==> src/rtl/baby_vga_fb_store.sv <==
`default_nettype none
// ============================================================================
//  Module      : baby_vga_fb_store
//  Description : 16x32 1-bpp frame store with a CPU write/read port, a
//                tear-free display line buffer and a sequential clear engine.
//  Revision    : 1.0 - initial release
// ============================================================================
module baby_vga_fb_store #(
    parameter int ROWS   = 16,
    parameter int COLS   = 32,
    parameter int RD_LAT = 2
) (
    input  logic                     clk,
    input  logic                     rst,
    input  logic                     wr_en,
    input  logic [$clog2(ROWS)-1:0]  wr_addr,
    input  logic [COLS-1:0]          wr_data,
    input  logic                     rd_req,
    input  logic [$clog2(ROWS)-1:0]  rd_addr,
    output logic [COLS-1:0]          rd_data,
    output logic                     rd_ready,
    input  logic                     line_load,
    input  logic [$clog2(ROWS)-1:0]  line_addr,
    output logic [COLS-1:0]          line_data,
    input  logic                     clear,
    output logic                     clear_busy
);

    localparam int c_AW = $clog2(ROWS);
    localparam int c_CW = (RD_LAT > 1) ? $clog2(RD_LAT) : 1;

    localparam logic [0:0] c_ST_IDLE     = 1'b0;
    localparam logic [0:0] c_ST_CLEARING = 1'b1;

    localparam logic [c_AW-1:0] c_LAST_ROW = c_AW'(ROWS - 1);
    localparam logic [c_CW-1:0] c_CNT_INIT = c_CW'(RD_LAT - 1);

    logic [0:0]      r_state;
    logic [c_AW-1:0] r_ptr;
    logic [COLS-1:0] r_mem [ROWS];

    logic            r_pending;
    logic [c_CW-1:0] r_cnt;
    logic [COLS-1:0] r_capt;
    logic [COLS-1:0] r_rd_data;
    logic            r_rd_ready;
    logic [COLS-1:0] r_line_data;

    logic            w_clearing;
    logic            w_we;
    logic [c_AW-1:0] w_waddr;
    logic [COLS-1:0] w_wdata;
    logic            w_accept;
    logic [COLS-1:0] w_rd_row;
    logic [COLS-1:0] w_line_row;

    // Clear engine: one row per cycle, exactly ROWS busy cycles
    always_ff @(posedge clk) begin
        if (rst) begin
            r_state <= c_ST_CLEARING;
            r_ptr   <= '0;
        end else begin
            case (r_state)
                c_ST_IDLE: begin
                    if (clear) begin
                        r_state <= c_ST_CLEARING;
                        r_ptr   <= '0;
                    end
                end
                c_ST_CLEARING: begin
                    r_ptr <= r_ptr + 1'b1;
                    if (r_ptr == c_LAST_ROW) begin
                        r_state <= c_ST_IDLE;
                    end
                end
                default: r_state <= c_ST_IDLE;
            endcase
        end
    end

    // Single effective write port: the clear engine owns it while busy
    always_comb begin
        w_clearing = (r_state == c_ST_CLEARING);
        w_we       = !rst && (w_clearing || wr_en);
        w_waddr    = w_clearing ? r_ptr : wr_addr;
        w_wdata    = w_clearing ? '0 : wr_data;
        w_accept   = rd_req && (r_state == c_ST_IDLE) && !r_pending;
        w_rd_row   = (w_we && (w_waddr == rd_addr))   ? w_wdata : r_mem[rd_addr];
        w_line_row = (w_we && (w_waddr == line_addr)) ? w_wdata : r_mem[line_addr];
    end

    always_ff @(posedge clk) begin
        if (w_we) begin
            r_mem[w_waddr] <= w_wdata;
        end
    end

    // Read pipeline: capture at accept, present RD_LAT cycles later
    always_ff @(posedge clk) begin
        if (rst) begin
            r_pending   <= 1'b0;
            r_cnt       <= '0;
            r_capt      <= '0;
            r_rd_data   <= '0;
            r_rd_ready  <= 1'b0;
            r_line_data <= '0;
        end else begin
            r_rd_ready <= 1'b0;
            if (w_accept) begin
                r_pending <= 1'b1;
                r_cnt     <= c_CNT_INIT;
                r_capt    <= w_rd_row;
            end else if (r_pending) begin
                if (r_cnt == '0) begin
                    r_pending  <= 1'b0;
                    r_rd_ready <= 1'b1;
                    r_rd_data  <= r_capt;
                end else begin
                    r_cnt <= r_cnt - 1'b1;
                end
            end
            if (line_load) begin
                r_line_data <= w_line_row;
            end
        end
    end

    assign rd_data    = r_rd_data;
    assign rd_ready   = r_rd_ready;
    assign line_data  = r_line_data;
    assign clear_busy = w_clearing;

endmodule
`default_nettype wire

==> config.mk <==
export PLATFORM = sky130hd
export DESIGN_NAME = baby_vga_fb_store
export DESIGN_NICKNAME = d
export VERILOG_FILES = /design/src/rtl/baby_vga_fb_store.sv
export SDC_FILE = /design/constraint.sdc
export NUM_CORES = 1
export LEC_CHECK = 0
export CAP_MARGIN = 25
export CORE_MARGIN = 2
export CORE_UTILIZATION = 50
export DETAILED_ROUTE_END_ITERATION = 10
export HOLD_SLACK_MARGIN = 0.15
export PLACE_DENSITY = 0.68
export REMOVE_ABC_BUFFERS = 1
export SYNTH_ARGS = -nofsm -noshare
export SYNTH_HDL_FRONTEND = slang
export SYNTH_SLANG_ARGS = --single-unit
export TNS_END_PERCENT = 20
==> constraint.sdc <==
create_clock -name clk -period 4.5 [get_ports clk]
set_input_delay 1.35 -clock clk [delete_from_list [all_inputs] [get_ports clk]]
set_output_delay 1.35 -clock clk [all_outputs]
set_load 0.01 [all_outputs]
### After elaboration in Yosys (flattened, before gate mapping)

Memories as Yosys holds them, arrays and structs flattened. A register that Yosys moved wholly into a read port is not among the register bits.
Cells that the tools add are included.

* flip-flop bits (word level): 40
* bits in latches: 0
* bits in writable memories: 512
* bits in read-only memories: 0
* input port bits: 50
* output and inout bits: 66
* word-level logic and storage cells: 40
* memories kept: 1

Memories
* r_mem: words 16, bits a word 32, rd ports 2, clocked after memory_dff 2, wr ports 1, RTL line 40 `logic [COLS-1:0] r_mem [ROWS];`

* add/sub/neg operators: 2
* multiply operators: 0
* div/mod/pow operators: 0
* order comparisons: 0
* equality and inequality tests: 2
* shifts and indexed selects: 0
* muxes and demuxes: 16
* bitwise operators: 4
* reduce and logical (&&, ||, !) cells: 9

Operators by type and width (count)
* 32-bit two-way mux: 1
* 1-bit two-way mux: 11
* 4-bit two-way mux: 2
* 4-bit case mux with 2 select lines: 1
* 4-bit by 1-bit adder with 4-bit output (second input constant): 1
* 4-bit equality test (second input constant): 1
* 1-bit NOT: 4
* 1-bit logical AND: 3
* 3-bit AND reduction: 1
* 3-bit OR reduction: 1
* 1-bit logical NOT: 2
* 2-bit != test (second input constant): 1
* 1-bit case mux with 2 select lines: 1
* 2-bit nonzero test: 1
* 1-bit logical OR: 1
* 1-bit subtractor (second input constant): 1

### Logic depth before layout (Yosys ltp)

* depth in word-level cells: 5
* gate-level depth with buffers: 8
* gate-level depth less buffers: 5

### Least setup slack after synthesis

No wires, ideal clock.

* kind: input to register
* start point: input rst
* end point: memory r_mem[5][0] (enable)
* library setup time: 0.421 ns
* arrival: 3.322 ns
* data required time: 4.079 ns
* setup slack: 0.757 ns
* cell stages on the path: 5
* buffers on the path: 2
* path through: clkbuf_1 > clkbuf_1 > nor2b_1 > nand2_1 > nor2_1

* cells in the longest elaborated chain, start to end: 4

RTL lines
* start, declared: RTL line 14 `input logic rst,`
* 1-bit logical NOT: RTL line 84 `w_we = !rst && (w_clearing || wr_en);`
* 1-bit logical AND: RTL line 84
* 1-bit two-way mux: RTL line 93 `if (w_we) begin`
* 1-bit two-way mux (implied by the code): RTL line 94 `r_mem[w_waddr] <= w_wdata;`
* end, declared: RTL line 40

Every way passes these cells.

### Worst setup path after layout

* start point: register r_state (netlist: clear_busy)
* end point: output clear_busy

RTL lines
* start, declared: RTL line 38 `logic [0:0] r_state;`
* start signal, assigned: RTL line 60 `r_state <= c_ST_CLEARING;`
* start signal, assigned: RTL line 66 `r_state <= c_ST_CLEARING;`
* start signal, assigned: RTL line 73 `r_state <= c_ST_IDLE;`
* end, declared: RTL line 26 `output logic clear_busy`

No word-level cell between the ends.

==> results.cfg <==
[run_status]
status = finished, final reports clean

[pwr]
power_mw = 12.6
power_density_nw_per_um2 = 390
peakVddDrop_v = 0.000329
p_leak_nw = 10.7

[floorplan]
start_util_pct = 50.7
fp.dieH_um = 238
coreArea_um2 = 53900
rows = 85
chipWidth_um = 238
ioPinCount = 116
die-area_um2 = 56500

[placed_design]
dpl.hpwl_um = 42800
pre_cts_slack_ns = 0.680
place_congestion = 0.795
port_buffers = 115
dpl_cell_area_um2 = 29900
dp_cells = 2291

[logic_synthesis]
synth_area_um2 = 27300
synth_edf_count = 512
synth-seq-cells = 616
yosys_most_used_dff = edfxtp_1
ys_seq_area_share_pct = 63.9
synth_warnings = 0
syn_area_per_cell_um2 = 17.6
postSynthCellCount = 1555
ys_types = 38
async_flop_share_pct = 0

[route]
via_per_inst = 6.83
ant_nets = 0
vias = 16628
first_pass_iters = 6
avgRoutedWirePerCell_um = 31.4
drc_errors = 0
drt_iter0_markers = 1912
routed_wl_um = 76500

[global_route]
grt_overflow = 0
grt_pass1_wl_um = 112000
grt_max_degree = 74
grt_pass1_vias = 17259
antenna_found_initial = 0
track_usage_pct = 27.5

[critical_path]
timing.rr.end = r_mem[3][29]
cp_num_buf_inv = 1
crit_arrival_ns = 1.95
start_kind = register
cpPeakStageDelay_ns = 0.76
crit_chain = clkdlybuf4s50_1
rr_worst_depth = 6
required_ns = 3.15
crit_slowest_cell = clkdlybuf4s50_1
r2r_setup_slack_ns = 1.45
cp-end-kind = output port
critical_path_class = register to output port
worstPathMaxFanout = 16
r2r_start = clear_busy
cpLargestDelayFamily = buffers and inverters

[cts]
clk_transition_reported_paths_ns = 0.06
cts_buffer_depth = 3
cts_setup_buffers = 0
cts_sinks = 616
hold_buffers = 0
cts_tree = done
cts_resized = 0
root_buffer = clkbuf_16
htreeDepth = 3
cts_buffers = 66
insertion_delay_ns = 0.59

[finish]
final_common_cell = edfxtp_1
syn2layout_area_growth_pct = 17.8
final_cells = 2434
nets = 1737
fillCellCount = 3915
finish.utilization_pct = 59.7
diodes = 0
drive_above_1_share_pct = 27.4
layout_common_cells = edfxtp_1 (512), mux4_2 (256), a22oi_1 (130)
fin_area_um2 = 32200

[min_path]
min_from = r_capt[0]
min_to = r_capt[0]
holdPathStages = 2
hold_class = register to register

[timing]
worstMarginPinSlew_ns = 1.15
slew_viol_final = 0
setup_viol = 0
rsz0062_at_grt = no
slew_headroom_pct = 23.2
finalHoldViolCount = 0
skew_ns = 0.0159
setup_tns_ns = 0
period_needed_ns = 3.30
fmax_mhz = 303
worst_slack_ns = 1.20
whs_ns = 0.453
fin_crit_sh_pct = 73.4

[job]
cap_violations = 0
## metal layers
layer / up-vias / track usage [%] / part of all wire, %
met4: 0 / 11.1 / 3.8
met1: 8739 / 35.0 / 37
met3: 190 / 5.10 / 8.2
li1: 6803 / - / -
met2: 896 / 46.9 / 51
met5: - / 0 / 0
## area by class of cell
type                            instances  area, um^2  share of cell area, %
Clock buffer                           96        1960                   6.09
Multi-Input combinational cell        795        9480                   29.5
Sequential cell                       616       17500                   54.3
Clock inverter                         24         176                  0.548
Timing Repair Buffer                  200        2200                   6.85
Inverter                                7        26.3                 0.0817
Tap cell                              696         871                   2.71
## power breakdown
part / internal, mW / switching (mW)
Sequential: 6.18 / 0.0454
Combinational: 0.443 / 0.540
Clock: 3.15 / 2.21
## cells by family (layout without fill, tap and decap cells)
kind of cell,Yosys count,count (layout),synth area share (%)
mux,261,261,21.3
compound gates,241,241,7.05
flops,616,616,63.9
fa+ha+maj,1,1,0.0458
simple gates,282,282,5.09
xor+xnor,10,10,0.321
buf+inv,144,327,2.24
## cells in the mapped netlist, types with 5 or more instances
cell      count  area [um^2]
a221o_1      32          320
a22o_1       32          280
a22oi_1     130          976
and2_1       34          213
buf_1         5         18.8
buf_2        28          140
buf_6         5         56.3
clkbuf_1     99          372
dfxtp_1     104         2080
edfxtp_1    512        15400
inv_1         7         26.3
mux4_2      256         5770
nand2_1     104          390
nand3_1      34          170
nand4_1      33          206
nor2_1       27          101
nor2b_1      40          250
o211ai_1     32          240
xnor2_1      10         87.6
## registers in the layout, indices dropped and copies added, names as in the netlist
| register | count |
|---|---|
| r_ptr | 4 |
| r_pending | 1 |
| r_capt | 32 |
| rd_ready | 1 |
| line_data | 32 |
| r_cnt | 1 |
| rd_data | 32 |
| r_mem | 512 |
| clear_busy | 1 |
## worst reg2reg max path, delay by kind of cell (launching register included)
kind	cells	cell delay, ns
AOI/OAI and AO/OA	1	0.26
buffers and inverters	3	1.02
DFF	1	0.60
and+or+nand+nor	2	0.84
## worst max-delay path by stage
| stage | from | end | slack, ns | cells past startpoint |
|---|---|---|---|---|
| finish | clear_busy | clear_busy | 1.20 | 1 |
| global route | clear_busy | clear_busy | 1.12 | 1 |
| CTS | clear_busy | clear_busy | 1.17 | 1 |
| detailed placement | line_addr[3] | line_data[2] | 0.68 | 7 |
| global placement | line_addr[3] | line_data[7] | 0.73 | 7 |
| floorplan | rst | r_capt[0] | -0.59 | 3 |
Note: power is estimated with default switching activity, not from simulation.
